[src/rtl/collision_detector_multi.sv]
//==============================================================================
// Module      : collision_detector_multi
// Description : Frame-level dino/obstacle collision detector that sits beside
//               the VGA scan-out path.
//
//               Each distinct screen pixel that is read is evaluated once. A
//               pixel is a hit when all of the following are true:
//                 - it lies inside the column window,
//                 - the dino pixel is opaque,
//                 - at least one obstacle channel is opaque.
//
//               Hits are counted over one whole frame, from (0,0) to
//               (V_LAST,H_LAST). At the end of the frame, a crash is declared
//               when the count has reached HIT_THRESH. The crash stays latched
//               until a clear pulse, or a reset, releases it.
//
// Ports       : clk          system clock
//               rst          asynchronous reset, active-high
//               enable       game running; low forces the idle state
//               clear        one-cycle pulse that releases a latched crash
//               dino         dino layer pixel
//               obstacle     N_OBS obstacle pixels, channel k = [12k+11:12k]
//               rdn          pixel read strobe, active-low
//               col_addr     current column address
//               row_addr     current row address
//               crash        latched crash flag
//               crash_pulse  one-cycle pulse on entry to the crashed state
//               hit_mask     channels that overlapped in the crash frame
//               overlap_cnt  overlap count of the last completed frame
//
// Config      : COLLIDE_ROW_WINDOW_EN - when defined, a hit also requires
//               TOP <= row_addr <= BOTTOM.
//
// Revision    : 1.0 - initial release
//==============================================================================
`default_nettype none

module collision_detector_multi #(
    parameter int          N_OBS      = 3,
    parameter logic [11:0] BG_COLOR   = 12'hfff,
    parameter int          LEFT       = 30,
    parameter int          RIGHT      = 93,
    parameter int          TOP        = 0,
    parameter int          BOTTOM     = 479,
    parameter int          H_LAST     = 639,
    parameter int          V_LAST     = 479,
    parameter int          HIT_THRESH = 4,
    parameter int          CNT_W      = 10
) (
    input  logic                 clk,
    input  logic                 rst,
    input  logic                 enable,
    input  logic                 clear,
    input  logic [11:0]          dino,
    input  logic [12*N_OBS-1:0]  obstacle,
    input  logic                 rdn,
    input  logic [9:0]           col_addr,
    input  logic [8:0]           row_addr,
    output logic                 crash,
    output logic                 crash_pulse,
    output logic [N_OBS-1:0]     hit_mask,
    output logic [CNT_W-1:0]     overlap_cnt
);

    localparam logic [9:0]       c_LEFT    = 10'(LEFT);
    localparam logic [9:0]       c_RIGHT   = 10'(RIGHT);
    localparam logic [9:0]       c_H_LAST  = 10'(H_LAST);
    localparam logic [8:0]       c_V_LAST  = 9'(V_LAST);
    localparam logic [CNT_W-1:0] c_CNT_MAX = {CNT_W{1'b1}};
    localparam logic [CNT_W-1:0] c_THRESH  = CNT_W'(HIT_THRESH);

    typedef enum logic [1:0] {
        ST_IDLE    = 2'd0,
        ST_SCAN    = 2'd1,
        ST_CRASHED = 2'd2
    } state_t;

    state_t             r_state;
    state_t             w_state_nxt;

    logic [18:0]        r_last_addr;
    logic               r_rdn_d;
    logic [CNT_W-1:0]   r_cnt;
    logic [N_OBS-1:0]   r_mask;
    logic               r_crash;
    logic               r_pulse;
    logic [N_OBS-1:0]   r_hit_mask;
    logic [CNT_W-1:0]   r_ovl_cnt;

    logic [CNT_W-1:0]   w_cnt_nxt;
    logic [N_OBS-1:0]   w_mask_nxt;
    logic               w_crash_nxt;
    logic               w_pulse_nxt;
    logic [N_OBS-1:0]   w_hit_mask_nxt;
    logic [CNT_W-1:0]   w_ovl_cnt_nxt;

    logic [18:0]        w_addr;
    logic               w_new_px;
    logic               w_col_ok;
    logic               w_row_ok;
    logic               w_px_ok;
    logic [N_OBS-1:0]   w_obs_opaque;
    logic [N_OBS-1:0]   w_hit_bits;
    logic               w_hit;
    logic               w_frame_start;
    logic               w_frame_end;
    logic [CNT_W-1:0]   w_total;
    logic [N_OBS-1:0]   w_mask_acc;

    //--------------------------------------------------------------------------
    // Pixel qualification
    //--------------------------------------------------------------------------
    assign w_addr = {row_addr, col_addr};

    // The address may be held for several clocks when the pixel clock is
    // slower than clk. Only the first clock of each address counts. A fresh
    // falling edge of rdn also counts, so that a re-read of the same address
    // after a strobe gap is seen as a new pixel.
    assign w_new_px = !rdn && ((w_addr != r_last_addr) || r_rdn_d);

    assign w_col_ok = (col_addr >= c_LEFT) && (col_addr <= c_RIGHT);

`ifdef COLLIDE_ROW_WINDOW_EN
    localparam logic [8:0] c_TOP    = 9'(TOP);
    localparam logic [8:0] c_BOTTOM = 9'(BOTTOM);
    assign w_row_ok = (row_addr >= c_TOP) && (row_addr <= c_BOTTOM);
`else
    // The row window is disabled in this build. The parameters are still
    // referenced here, so that a TOP > BOTTOM setting remains visible.
    logic w_unused_row_cfg;
    assign w_unused_row_cfg = (TOP > BOTTOM);
    assign w_row_ok         = 1'b1;
`endif

    for (genvar k = 0; k < N_OBS; k++) begin : g_obs
        assign w_obs_opaque[k] = (obstacle[12*k +: 12] != BG_COLOR);
    end

    assign w_px_ok    = w_new_px && w_col_ok && w_row_ok && (dino != BG_COLOR);
    assign w_hit_bits = w_obs_opaque & {N_OBS{w_px_ok}};
    assign w_hit      = |w_hit_bits;

    assign w_frame_start = w_new_px && (w_addr == 19'd0);
    assign w_frame_end   = w_new_px && (row_addr == c_V_LAST) && (col_addr == c_H_LAST);

    // The running total includes the current pixel, so that the frame_end
    // pixel takes part in its own frame's judgement. The total saturates at
    // the counter's maximum value.
    assign w_total    = (r_cnt == c_CNT_MAX) ? r_cnt : r_cnt + CNT_W'(w_hit);
    assign w_mask_acc = r_mask | w_hit_bits;

    //--------------------------------------------------------------------------
    // State and data registers
    //--------------------------------------------------------------------------
    always_ff @(posedge clk or posedge rst) begin
        if (rst) begin
            r_state     <= ST_IDLE;
            r_last_addr <= '0;
            r_rdn_d     <= 1'b1;
            r_cnt       <= '0;
            r_mask      <= '0;
            r_crash     <= 1'b0;
            r_pulse     <= 1'b0;
            r_hit_mask  <= '0;
            r_ovl_cnt   <= '0;
        end else begin
            r_state    <= w_state_nxt;
            r_rdn_d    <= rdn;
            if (!rdn) begin
                r_last_addr <= w_addr;
            end
            r_cnt      <= w_cnt_nxt;
            r_mask     <= w_mask_nxt;
            r_crash    <= w_crash_nxt;
            r_pulse    <= w_pulse_nxt;
            r_hit_mask <= w_hit_mask_nxt;
            r_ovl_cnt  <= w_ovl_cnt_nxt;
        end
    end

    //--------------------------------------------------------------------------
    // Next-state and next-output logic
    //--------------------------------------------------------------------------
    always_comb begin
        w_state_nxt    = r_state;
        w_cnt_nxt      = r_cnt;
        w_mask_nxt     = r_mask;
        w_crash_nxt    = r_crash;
        w_pulse_nxt    = 1'b0;
        w_hit_mask_nxt = r_hit_mask;
        w_ovl_cnt_nxt  = r_ovl_cnt;

        case (r_state)
            ST_IDLE: begin
                w_cnt_nxt  = '0;
                w_mask_nxt = '0;
                // The frame_start pixel is evaluated, so that only complete
                // frames are ever judged.
                if (enable && w_frame_start) begin
                    w_state_nxt = ST_SCAN;
                    w_cnt_nxt   = CNT_W'(w_hit);
                    w_mask_nxt  = w_hit_bits;
                end
            end

            ST_SCAN: begin
                if (!enable) begin
                    w_state_nxt = ST_IDLE;
                    w_cnt_nxt   = '0;
                    w_mask_nxt  = '0;
                end else if (w_frame_end) begin
                    if (w_total >= c_THRESH) begin
                        if (clear) begin
                            // A restart that races the crash takes priority.
                            w_state_nxt = ST_IDLE;
                            w_cnt_nxt   = '0;
                            w_mask_nxt  = '0;
                        end else begin
                            w_state_nxt    = ST_CRASHED;
                            w_crash_nxt    = 1'b1;
                            w_pulse_nxt    = 1'b1;
                            w_hit_mask_nxt = w_mask_acc;
                            w_ovl_cnt_nxt  = w_total;
                        end
                    end else begin
                        w_ovl_cnt_nxt = w_total;
                        w_cnt_nxt     = '0;
                        w_mask_nxt    = '0;
                    end
                end else begin
                    w_cnt_nxt  = w_total;
                    w_mask_nxt = w_mask_acc;
                end
            end

            ST_CRASHED: begin
                if (clear) begin
                    w_state_nxt    = ST_IDLE;
                    w_cnt_nxt      = '0;
                    w_mask_nxt     = '0;
                    w_crash_nxt    = 1'b0;
                    w_hit_mask_nxt = '0;
                    w_ovl_cnt_nxt  = '0;
                end
            end

            default: begin
                w_state_nxt = ST_IDLE;
            end
        endcase
    end

    assign crash       = r_crash;
    assign crash_pulse = r_pulse;
    assign hit_mask    = r_hit_mask;
    assign overlap_cnt = r_ovl_cnt;

endmodule

`default_nettype wire

[config.mk]
export PLATFORM = sky130hd
export DESIGN_NAME = collision_detector_multi
export DESIGN_NICKNAME = d
export VERILOG_FILES = /design/src/rtl/collision_detector_multi.sv
export SDC_FILE = /design/constraint.sdc
export NUM_CORES = 1
export LEC_CHECK = 0
export CAP_MARGIN = 40
export CORE_MARGIN = 1.5
export CORE_UTILIZATION = 50
export DETAILED_ROUTE_END_ITERATION = 8
export GPL_TIMING_DRIVEN = 0
export HOLD_SLACK_MARGIN = 0.15
export PLACE_DENSITY = 0.82
export SLEW_MARGIN = 0
export SYNTH_ARGS = -nofsm -noshare
export SYNTH_HDL_FRONTEND = slang
export SYNTH_SLANG_ARGS = --single-unit
[constraint.sdc]
create_clock -name clk -period 10.59 [get_ports clk]
set_clock_uncertainty 0.1 [all_clocks]
set_input_delay 1.059 -clock clk [delete_from_list [all_inputs] [get_ports clk]]
set_output_delay 1.059 -clock clk [all_outputs]
set_load 0.01 [all_outputs]
### Word level (Yosys, flattened, before mapping)

Cells that the tools add are included.

| word-level totals | value |
|---|---|
| register bits after elaboration | 50 |
| bits of input ports | 72 |
| output and inout port bits | 15 |
| word-level logic and storage cells | 95 |

| cells by class | value |
|---|---|
| add/subtract/negate cells | 1 |
| $lt $le $gt $ge | 3 |
| equality and inequality tests | 19 |
| multiplexer cells | 43 |
| bitwise operators | 2 |
| reduce and logical (&&, ||, !) cells | 18 |

Operator list:

| kind | count |
|---|---|
| 10-bit 2-to-1 mux | 10 |
| 12-bit inequality test, second input constant | 4 |
| 3-bit 2-to-1 mux | 10 |
| 10-bit case mux with 3 select lines | 1 |
| 10-bit == test, second input constant | 2 |
| 10-bit case mux with 2 select lines | 1 |
| 19-bit zero test | 1 |
| 19-bit inequality test | 1 |
| 2-bit 2-to-1 mux | 6 |
| 2-bit inequality test, second input constant | 6 |
| 1-bit 2-to-1 mux | 11 |
| 10-bit by 1-bit adder with 10-bit output | 1 |
| 10-bit by 3-bit >= comparator with 1-bit output, second input constant | 1 |
| 10-bit by 5-bit >= comparator with 1-bit output, second input constant | 1 |
| 10-bit by 7-bit less-or-equal comparator with 1-bit output, second input constant | 1 |
| 9-bit == test, second input constant | 1 |
| 3-bit inequality test, second input constant | 3 |
| 3-bit case mux with 3 select lines | 1 |
| 1-bit logical AND | 8 |
| 2-bit case mux with 3 select lines | 1 |
| 3-bit case mux with 2 select lines | 1 |
| 6-bit AND reduction | 1 |
| 5-bit AND reduction | 1 |
| 4-bit AND reduction | 1 |
| 11 further kinds | 11 |

### Logic depth before layout (Yosys ltp)

Gate-level depths: netlist of run 1.

| logic depth | value |
|---|---|
| depth in word-level cells | 14 |
| depth in mapped cells | 16 |

### Worst setup path after synthesis of run 1

Ideal clock, no wire load.

| timing | value |
|---|---|
| path kind | in2reg |
| start | input port row_addr[5] |
| end | register r_ovl_cnt[1] (netlist: overlap_cnt[1]) |
| library setup time | 123 ps |
| data arrival time | 4099 ps |
| required time | 10367 ps |
| path slack | 6268 ps |
| cell stages on the path | 15 |
| path buffers | 1 |
| cell sequence | xor2_1 > nor4_1 > nand3_1 > or2_2 > and3_1 > clkbuf_1 > o31a_1 > ha_1 > a211o_1 > a21oi_1 > a21oi_1 > nor3_4 > a21boi_2 > o41a_1 > o2bb2ai_1 |

| between the ends | value |
|---|---|
| cells in the longest elaborated chain, start to end | 14 |
| elaborated cells on any way between the ends | 21 |
| classes of those cells | 1 x add/sub; 1 x order compare; 4 x eq/ne; 6 x mux; 1 x bitwise; 8 x reduce/logical |

RTL lines:

| what | RTL line | source |
|---|---|---|
| start, declared | 58 | `input logic [8:0] row_addr,` |
| 19-bit inequality test | 119 | `assign w_new_px = !rdn && ((w_addr != r_last_addr) \|\| r_rdn_d);` |
| 1-bit logical OR | 119 |  |
| 1-bit logical AND | 119 |  |
| 1-bit logical AND (2 in a row) | 139 | `assign w_px_ok = w_new_px && w_col_ok && w_row_ok && (dino != BG_COLOR);` |
| 3-bit AND | 140 | `assign w_hit_bits = w_obs_opaque & {N_OBS{w_px_ok}};` |
| 3-bit OR reduction | 141 | `assign w_hit = \|w_hit_bits;` |
| 10-bit by 1-bit adder with 10-bit output | 149 | `assign w_total = (r_cnt == c_CNT_MAX) ? r_cnt : r_cnt + CNT_W'(w_hit);` |
| 10-bit 2-to-1 mux | 149 |  |
| 10-bit by 3-bit >= comparator with 1-bit output / 10-bit 2-to-1 mux (equally long branches) | 212, 213 |  |
| 10-bit 2-to-1 mux | 212 | `if (w_total >= c_THRESH) begin` |
| 10-bit 2-to-1 mux | 211 | `end else if (w_frame_end) begin` |
| 10-bit 2-to-1 mux | 207 | `if (!enable) begin` |
| 10-bit case mux with 2 select lines | 193 | `case (r_state)` |
| end signal, assigned | 177 | `r_ovl_cnt <= w_ovl_cnt_nxt;` |
| end, declared | 88 | `logic [CNT_W-1:0] r_ovl_cnt;` |

Several ways; a longest one is shown, not always the timed one. The select of a mux whose other input is x is not followed.
A chain may end at the register's enable or synchronous reset.

### Worst setup path in the final report of run 1

| timing | value |
|---|---|
| start | input port col_addr[1] |
| end | register r_cnt[8] |

| between the ends | value |
|---|---|
| cells in the longest elaborated chain, start to end | 14 |
| elaborated cells on any way between the ends | 20 |
| classes of those cells | 1 x add/sub; 3 x order compare; 2 x eq/ne; 5 x mux; 1 x bitwise; 8 x reduce/logical |

RTL lines:

| what | RTL line | source |
|---|---|---|
| start, declared | 57 | `input logic [9:0] col_addr,` |
| parallel branches: the longest is 11 deep, another holds 10-bit by 5-bit >= comparator with 1-bit output | - |  |
| 10-bit 2-to-1 mux * | 211 |  |
| 10-bit 2-to-1 mux * | 207 |  |
| 10-bit case mux with 3 select lines * | 193 |  |
| end signal, assigned | 172 | `r_cnt <= w_cnt_nxt;` |
| end, declared | 83 | `logic [CNT_W-1:0] r_cnt;` |

Mark *: on every way between the ends.

==> results of run 1 <==
==> worst max-delay path, delay by kind of cell <==
kind                       cells  cell delay (ps)
and+or+nand+nor                6             1250
xor gates and xnor gates       1              140
buffers and inverters          3              930
AOI/OAI and AO/OA              5             1290
adders and majority gates      2              490
==> report_power, final <==
part           switching [uW]  internal, uW
sequential               5.66           199
combinational            24.7          39.8
clock                    63.3          52.8
total                    93.7           292
==> per-layer routing <==
layer	track usage, %	up-vias	share of wire [%]
met4	6.38	0	1.5
met1	30.8	1355	42
li1	-	1331	-
met5	0	-	0
met3	4.49	11	4.4
met2	42.7	92	52
==> flip-flops by register name, summed over array words and instances, names as in the netlist, 2 cells and up <==
register and flops:
hit_mask 3, overlap_cnt 10, r_cnt 10, r_last_addr 19
r_mask 3, r_state 2
==> cells by family (layout without fill, tap and decap cells) <==
family	after synthesis	after routing	synth area share, %
simple gates	111	111	20.8
buf+inv	26	122	4.20
fa+ha+maj	6	6	2.47
mux	24	24	8.69
compound gates	68	68	16.8
flops	50	50	41.2
xor+xnor	20	20	5.77
==> area by class of cell <==
type	instances	area share, %
clock inverter	1	0.122
tap	75	2.28
multi-input combinational	229	40.3
buffer	9	1.55
timing repair buffer	88	21.6
clock buffer	7	2.10
inverter	17	1.55
sequential	50	30.5
==> per-stage QoR <==
| step | instance area, um^2 | std cells | setup WS, ps | power (uW) | hold WS (ps) |
|---|---|---|---|---|---|
| final | 4110 | 476 | 5480 | 386 | 403 |
| after global routing | 4110 | 476 | 5180 | 403 | 422 |
| after CTS | 4110 | 476 | 5520 | 388 | 399 |
| after detailed placement | 4020 | 468 | 5180 | 274 | 376 |
| after global placement | 3990 | 466 | 5260 | 270 | 381 |
| after floorplan | 3040 | 305 | 6270 | 234 | 383 |
==> worst paths after layout <==
kind	cells past startpoint	to	slack, ps
min	1	overlap_cnt[2]	400
max in group asynchronous	3	hit_mask[1]	8850
min reg2reg	1	overlap_cnt[2]	400
max reg2reg	15	r_cnt[8]	6370
max	17	r_cnt[8]	5480
min in group asynchronous	2	r_last_addr[11]	1020
==> cell usage in the layout, fill, tap and decap left out, drive strengths merged, types with 7 or more instances in the layout <==
master	count
inv	17
a21oi	8
xor2	20
nand3	8
o21ai	12
nor2	20
dfrtp	49
o22ai	12
nand2	24
nand4	18
nor3	9
clkdlybuf4s50	86
buf	8
mux2	19
nor4	14
clkbuf	10
a31oi	7
==> results.ini, run 1 <==
[outcome]
status=completed

[placement]
gp_congestion=0.827
port_buffers=86
post-dp-hpwl_mm=6.12

[clock_network]
clock-root-buffer=clkbuf_8
postCtsSetupBuffers=0
cts_tree=yes
post_cts_resized=0
clkSinkCount=50
htree_levels=2
holdBufCountCts=0
clk-insertion-delay-late_ps=310
clockBufferDepth=2
cts_buffers=5
cts.clk_slew.worst_paths_ps=90

[sta]
finalMaxSlewViolations=0
finalHoldViolations=0
fin_setup_tns_ps=0
setup_viol=0
slew_headroom_pct=59.3
min_period_ps=5110
rsz0062_at_grt=false
max_freq_ghz=0.196
finalCritPeriodShare_pct=48.2
worstMarginPinSlew_ps=605

[drt]
drc=0
num_vias=2789
wl_per_cell_um=16.0
drt_iter0_drc=151
drt_wl_total_mm=7.61
ant_nets=0
viasPerCell=5.86
first_pass_iters=4

[job]
cap_violations=0

[synthesis]
ys_top_cells_by_area=dfrtp_1 40%, mux2_2 7.0%, xor2_1 5.8%, nand4_1 3.5%, nand2_1 3.0%
synth_cell_type_count=56
netlist_area_um2=3040
ys_ff_latch=50
ys_warn_count=0
syn_inst=305
synth.most_common_cell=dfrtp_1
synth_top_area_cell=dfrtp_1
synth.top_cells.by_count=49 x dfrtp_1, 24 x nand2_1, 20 x nor2_1, 20 x xor2_1, 19 x mux2_2
synth_flop_cell=dfrtp_1
avgSynthCellArea_um2=9.96
seq_area_frac_synth_pct=41.2
synth_edf_count=0
synth_top_area_share_pct=40.4
ys_async_sr_fraction_pct=100
synth_fp_nets=383

[floorplanning]
ios=87
dieArea_um2=6550
fp.coreArea_um2=5890
start_util_pct=51.6
die_w_um=80.9
die_y_um=80.9
fp-row-count=28

[global_routing]
antenna_found_initial=0
track_usage_pct=24.4
grt_start_max_net_pins=27
grt-ovfl-total=0
grt_pass1_wl_mm=12.2
grt_pass1_vias=2658

[setup_path]
cpPeakStageDelay_ps=560
worstPathMaxFanout=10
cp.arrival_ps=5170
critPathLaunchType=input port
path_class=in -> reg
critical_path.startpoint=col_addr[1]
cp_slowest_cell=clkdlybuf4s50_1
end_kind=flip-flop
r2r_start=r_last_addr[5]
cp.required_ps=10650
crit_chain=clkdlybuf4s50_1, nand4_1, nor2b_1, xor2_1, nor2_1, and3_1, clkbuf_1, o31a_1, ha_1, ha_1, inv_1, nor4_2, a21oi_1, nor3_4, a21oi_1, a31oi_2, o22ai_1

[hold_path]
hold_path_startpoint=overlap_cnt[2]
hold_class=reg -> reg

[power]
p_per_area_nw_per_um2=93.9
leakage_uw=0.00159
ir_worst_vdd_mv=0.0702

[final_layout]
syn_to_final_growth_pct=35.3
nets=478
seq_area_um2=1250
antenna_cells=0
drive_gt1_share_pct=13.0
n_fill_cell=448
fin_util_pct=69.8
multi_input_area_um2=1660

Note: power is estimated with default switching activity, not from simulation.
==> run 2: changes to the inputs <==
--- a/config.mk
+++ b/config.mk
@@ -7,11 +7,11 @@
 export LEC_CHECK = 0
 export CAP_MARGIN = 40
 export CORE_MARGIN = 1.5
-export CORE_UTILIZATION = 50
+export CORE_UTILIZATION = 43
 export DETAILED_ROUTE_END_ITERATION = 8
 export GPL_TIMING_DRIVEN = 0
 export HOLD_SLACK_MARGIN = 0.15
-export PLACE_DENSITY = 0.82
+export PLACE_DENSITY = 0.75
 export SLEW_MARGIN = 0
 export SYNTH_ARGS = -nofsm -noshare
 export SYNTH_HDL_FRONTEND = slang
==> constraint.sdc (replaced) <==
create_clock -name clk -period 4.5 [get_ports clk]
set_clock_uncertainty 0.1 [all_clocks]
set_input_delay 0.45 -clock clk [delete_from_list [all_inputs] [get_ports clk]]
set_output_delay 0.45 -clock clk [all_outputs]
set_load 0.01 [all_outputs]
==> run 2 against run 1 <==
Compared with the run above:
- flip-flop and latch count is the same
- utilization decreased by 8.1 points
- power rose to 2.7 times the previous value
- critical path type unchanged
- hold slack got worse by 0.72 ps
==> results.ini, run 2 (synthesis results as in run 1) <==
[setup_path]
critPathLaunchType=input port
path_class=in -> reg
end_kind=flip-flop
r2r_start=r_last_addr[5]
rr_endpoint=hit_mask[2]
crit_path_end=hit_mask[2]
ff2ff_setup_slack_ps=490  ; -5880 ps
worstPathMaxFanout=7  ; -3
r2r.worst_path.cells=15  ; unchanged
cp.required_ps=4620  ; -6030 ps
critical_path.startpoint=col_addr[5]
cp.arrival_ps=4430  ; -740 ps

[clock_network]
holdBufCountCts=0  ; unchanged
post_cts_resized=0  ; unchanged
clock-root-buffer=clkbuf_8
cts.clk_slew.worst_paths_ps=100  ; about the same
clockBufferDepth=2  ; unchanged
cts_buffers=5  ; unchanged
clkSinkCount=50  ; unchanged
cts_tree=yes
clk-insertion-delay-late_ps=300  ; about the same
postCtsSetupBuffers=0  ; unchanged
htree_levels=2  ; unchanged

[power]
p_per_area_nw_per_um2=245  ; +160%
intPower_uw=800  ; +170%
power.net_switching_uw=225  ; +140%
comb_power_share_pct=14.8  ; -1.9 points
pwr-share-seq_pct=47.1  ; -6.1 points
ir_worst_vdd_mv=0.217  ; +210%
power_uw=1020  ; +170%
clockPowerShare_pct=38.1  ; +8.0 points
switching_share_pct=21.9  ; -2.4 points
leakage_uw=0.00162  ; +1.5%

[sta]
max_freq_ghz=0.232
worstMarginPinSlew_ps=623  ; +17.3 ps
min_period_ps=4310
finalHoldViolations=0  ; unchanged
rsz0062_at_grt=false
slew_headroom_pct=58.4  ; -0.93 points
finalMaxSlewViolations=0  ; unchanged
setup_viol=0  ; unchanged
finalCritPeriodShare_pct=95.8
finalWorstSetupSlack_ps=187  ; -5300 ps

[global_routing]
grt_pass1_vias=2654  ; -0.15%
grt_pass1_wl_mm=12.3  ; +0.17%
grt-ovfl-total=0  ; unchanged
antenna_found_initial=0  ; unchanged
track_usage_pct=20.6  ; -3.7 points
grt_start_max_net_pins=28  ; +3.7%

[final_layout]
final_common_cell=clkdlybuf4s50_1
n_fill_cell=584  ; +30%
seq_area_um2=1250  ; unchanged
stdcell_count=496  ; +4.2%
drive_gt1_share_pct=13.3  ; +0.28 points
largest_reg_flops=19  ; unchanged
fin_area_um2=4190  ; +2.0%
multi_input_area_um2=1670  ; +0.53%
largest_register=r_last_addr
syn_to_final_growth_pct=38.0
mostFrequentLayoutCells=86 x clkdlybuf4s50_1, 49 x dfrtp_1, 24 x nand2_1
antenna_cells=0  ; unchanged
nets=477  ; -0.21%

[placement]
port_buffers=86  ; unchanged
post-dp-hpwl_mm=5.98  ; -2.3%
place_ws_ps=-272  ; -5450 ps
place_area_um2=4040  ; +0.65%
gp_congestion=0.861  ; +4.0%
dp.cells=489  ; +4.5%

[floorplanning]
ios=87  ; unchanged
fp.coreArea_um2=6790  ; +15%
fp-row-count=30  ; +7.1%
die_w_um=87.0  ; +7.5%
dieArea_um2=7580  ; +16%
start_util_pct=44.7  ; -6.9 points
die_y_um=87.0  ; +7.5%

[drt]
ant_nets=0  ; unchanged
wl_per_cell_um=15.2  ; -5.2%
viasPerCell=5.47  ; -6.6%
drc=0  ; unchanged
drt_iter0_drc=175  ; +16%
num_vias=2715  ; -2.7%
drt_wl_total_mm=7.52  ; -1.2%
first_pass_iters=4  ; unchanged

[hold_path]
hold_class=in -> async

[job]
cap_violations=0  ; unchanged

[outcome]
status=completed

## run 2: cell types whose count changed in the layout (fill, tap and decap cells not counted)
| cell | change |
|---|---|
| clkbuf_1 | -2 |
| bufinv_16 | +2 |
| a31oi_4 | +1 |
| clkinv_2 | -1 |
| a31oi_2 | -1 |
## run 2: routing by layer
| layer | vias up | GRT usage [%] | share of wire (%) |
|---|---|---|---|
| met5 | - | 0 | 0 |
| li1 | 1343 | - | - |
| met1 | 1296 | 27.5 | 45 |
| met4 | 0 | 3.52 | 0.98 |
| met2 | 68 | 35.0 | 50 |
| met3 | 8 | 4.45 | 3.5 |
## run 2: worst min-delay path by stage
| stage | startpoint | cells after the start | slack [ps] | endpoint |
|---|---|---|---|---|
| floorplan | rdn | 0 | 350 | r_rdn_d |
| global placement | crash | 2 | 380 | crash |
| detailed placement | overlap_cnt[4] | 1 | 390 | overlap_cnt[4] |
| CTS | overlap_cnt[4] | 1 | 410 | overlap_cnt[4] |
| global route | overlap_cnt[4] | 1 | 420 | overlap_cnt[4] |
| finish | rst | 2 | 400 | r_last_addr[11] |
## run 2: power groups by stage
stage	clock network [uW]	registers (uW)	logic, uW
floorplan	0	490	60.4
global placement	0	490	147
detailed placement	0	492	152
CTS	396	483	153
global route	419	485	166
finish	390	483	152
## run 2: area by class of cell
| type | instances | share of cell area, % |
|---|---|---|
| Multi-Input combinational cell | 229 | 39.7 |
| Sequential cell | 50 | 29.9 |
| Timing Repair Buffer | 88 | 21.1 |
| Tap cell | 96 | 2.87 |
| Clock buffer | 6 | 1.97 |
| Inverter | 17 | 1.52 |
| Clock inverter | 2 | 1.43 |
| Buffer | 8 | 1.43 |
## run 2: metrics by stage
step                hold WS [ps]  TNS (ps)  util (%)
floorplan                    354         0         -
global placement             379     -3320      59.1
detailed placement           386     -3890      59.5
CTS                          408         0      61.6
global route                 418         0      61.7
finish                       402         0      61.7
## run 2: worst max-delay path, cell delays in order
cell and delay (ps):
clkdlybuf4s50_1 510, xor2_1 190, nor4_1 300, nand3_1 220, or2_2 380, and3_1 240
o31a_1 160, ha_1 240, ha_1 240, inv_1 150, nor4_2 80, a21oi_1 300
nor3_4 90, a2111oi_4 580, nor2_1 80, a211oi_1 210
==> run 3: changes to the inputs <==
--- a/config.mk
+++ b/config.mk
@@ -7,11 +7,12 @@
 export LEC_CHECK = 0
 export CAP_MARGIN = 40
 export CORE_MARGIN = 1.5
-export CORE_UTILIZATION = 43
+export CORE_UTILIZATION = 45
+export CTS_BUF_LIST = sky130_fd_sc_hd__clkbuf_8
 export DETAILED_ROUTE_END_ITERATION = 8
 export GPL_TIMING_DRIVEN = 0
 export HOLD_SLACK_MARGIN = 0.15
-export PLACE_DENSITY = 0.75
+export PLACE_DENSITY = 0.78
 export SLEW_MARGIN = 0
 export SYNTH_ARGS = -nofsm -noshare
 export SYNTH_HDL_FRONTEND = slang
==> run 3 against run 2 <==
Compared with the run above:
- the flow now finishes with violations (design-rule violations)
- power decreased by 11%
- global-route usage increased by 0.89 points
- maximum frequency decreased by 0.89%
- first-iteration DRC count decreased by 17%
- final cell count decreased by 3.2%
- combinational power about the same
- utilization increased by 2.9 points
- die area decreased by 4.3%
- clock power decreased by 30%
- critical path type unchanged
- critical endpoint is now overlap_cnt[0]
- highest routed layer unchanged
==> results.ini, run 3 (synthesis results as in run 1) <==
[placement]
place_area_um2=4020  ; -0.59%
gp_congestion=0.868  ; +0.80%
port_buffers=86  ; unchanged
post-dp-hpwl_mm=6.05  ; +1.1%
dp.cells=470  ; -3.9%
place_ws_ps=-251  ; +20.8 ps

[drt]
num_vias=2777  ; +2.3%
drc=2  ; +2
drt_wl_total_mm=7.87  ; +4.6%
drt_iter0_drc=146  ; -17%
ant_nets=0  ; unchanged
first_pass_iters=6  ; +2
wl_per_cell_um=16.4  ; +8.1%
viasPerCell=5.79  ; +5.7%

[final_layout]
largest_reg_flops=19  ; unchanged
fin_area_um2=4150  ; -1.0%
syn_to_final_growth_pct=36.6
final_common_cell=clkdlybuf4s50_1
nets=480  ; +0.63%
stdcell_count=480  ; -3.2%
drive_gt1_share_pct=14.1  ; +0.89 points
mostFrequentLayoutCells=86 x clkdlybuf4s50_1, 49 x dfrtp_1, 24 x nand2_1
n_fill_cell=534  ; -8.6%
antenna_cells=0  ; unchanged
largest_register=r_last_addr

[setup_path]
ff2ff_setup_slack_ps=400  ; -90 ps
worstPathMaxFanout=7  ; unchanged
crit_chain=clkdlybuf4s50_1, xor2_1, nor4_1, nand3_1, or2_2, and3_2, o31a_1, ha_1, a211o_1, a21oi_1, a21oi_1, nor3_4, a21boi_2, o41a_1, o2bb2ai_1
cp.arrival_ps=4440  ; about the same
critPathLaunchType=input port
cp.required_ps=4590  ; -30 ps
cp_slowest_cell=clkdlybuf4s50_1
path_class=in -> reg
r2r.worst_path.cells=14  ; -1
cpPeakStageDelay_ps=500  ; -80 ps
crit_top_cell=a21oi_1
end_kind=flip-flop

[global_routing]
track_usage_pct=21.5  ; +0.89 points
grt_pass1_vias=2743  ; +3.4%
antenna_found_initial=0  ; unchanged
grt-ovfl-total=0  ; unchanged
grt_pass1_wl_mm=12.5  ; +1.6%
grt_start_max_net_pins=40  ; +43%

[sta]
finalCritPeriodShare_pct=96.7  ; +0.86 points
finalWorstSetupSlack_ps=149  ; -38.6 ps
setup_viol=0  ; unchanged
max_freq_ghz=0.230  ; -0.89%
worstMarginPinSlew_ps=910  ; +287 ps
min_period_ps=4350  ; +38.6 ps
fin_setup_tns_ps=0  ; unchanged
finalHoldViolations=0  ; unchanged
holdWs_ps=282  ; -120 ps
finalMaxSlewViolations=0  ; unchanged
slew_headroom_pct=39.2  ; -19 points

[floorplanning]
die_y_um=85.1  ; -2.2%
dieArea_um2=7250  ; -4.3%
fp.coreArea_um2=6420  ; -5.5%
die_w_um=85.1  ; -2.2%
ios=87  ; unchanged
start_util_pct=47.3  ; +2.6 points
fp-row-count=29  ; -3.3%

[power]
ir_worst_vdd_mv=0.146  ; -33%
leakage_uw=0.00161  ; -0.48%
p_per_area_nw_per_um2=219  ; -10%

[job]
cap_violations=0  ; unchanged

[clock_network]
clockBufferDepth=2  ; unchanged
clkSinkCount=50  ; unchanged
clk-insertion-delay-late_ps=310  ; about the same
cts_tree=yes
cts_buffers=5  ; unchanged
cts.clk_slew.worst_paths_ps=90  ; about the same
htree_levels=2  ; unchanged
holdBufCountCts=0  ; unchanged
clock-root-buffer=clkbuf_8

[outcome]
status=finished, violations left
violations=design-rule violations

[hold_path]
hold_class=in -> async

run 3: changes by cell type in the layout (fill, tap and decap cells not counted), sizes merged:
cell	delta
buf	+2
bufinv	-2
inv	+1
a31oi	+1
clkinv	+1
run 3: where the power goes:
group	switching (uW)	leakage, uW	total (uW)	internal, uW
logic	58.0	0.000914	152	93.6
clock network	152	0.0000524	274	122
registers	13.2	0.000642	483	469
total	223	0.00161	909	685
run 3: worst max-delay path: cells and delay by family:
family | cells | cell delay, ps
XOR/XNOR | 1 | 180
AO/OA/AOI/OAI | 7 | 1570
adder cells (fa/ha/maj) | 1 | 250
buffers and inverters | 1 | 500
AND/OR/NAND/NOR | 5 | 1490
run 3: routing by layer:
metal / track usage (%) / up-vias / wire length, um
li1: - / 1340 / -
met1: 28.5 / 1356 / 3460
met3: 3.21 / 10 / 286
met4: 6.86 / 0 / 103
met2: 36.4 / 71 / 4020
met5: 0 / - / 0
run 3: through the flow:
step           total power [uW]  util (%)
2_1_floorplan               550         -
3_3_place_gp                637      62.2
3_5_place_dp                644      62.6
4_1_cts                     913      64.0
5_1_grt                     946      64.6
6_report                    909      64.6
run 3: layout make-up:
cell class,instances,area (um^2),area share (%)
plain buffers,8,60.1,1.45
clock buffers,6,82.6,1.99
clock inverters,2,8.76,0.211
inverters,17,63.8,1.54
flip-flops and latches,50,1250,30.2
multi-input cells,230,1680,40.6
repair buffers,90,901,21.7
well taps,77,96.3,2.32
run 3: worst paths after layout:
check,startpoint,to
hold reg to reg,overlap_cnt[4],overlap_cnt[4]
max in group asynchronous,rst,r_rdn_d
setup reg to reg,r_last_addr[5],overlap_cnt[0]
hold / removal,rst,r_cnt[3]
setup / recovery,col_addr[5],overlap_cnt[0]
min in group clk,overlap_cnt[4],overlap_cnt[4]
run 3: timing repair:
action / in CTS / in global routing
endpoints found under the setup margin: 0 / 24
gates resized for setup: 0 / 3
setup buffers: 0 / 2
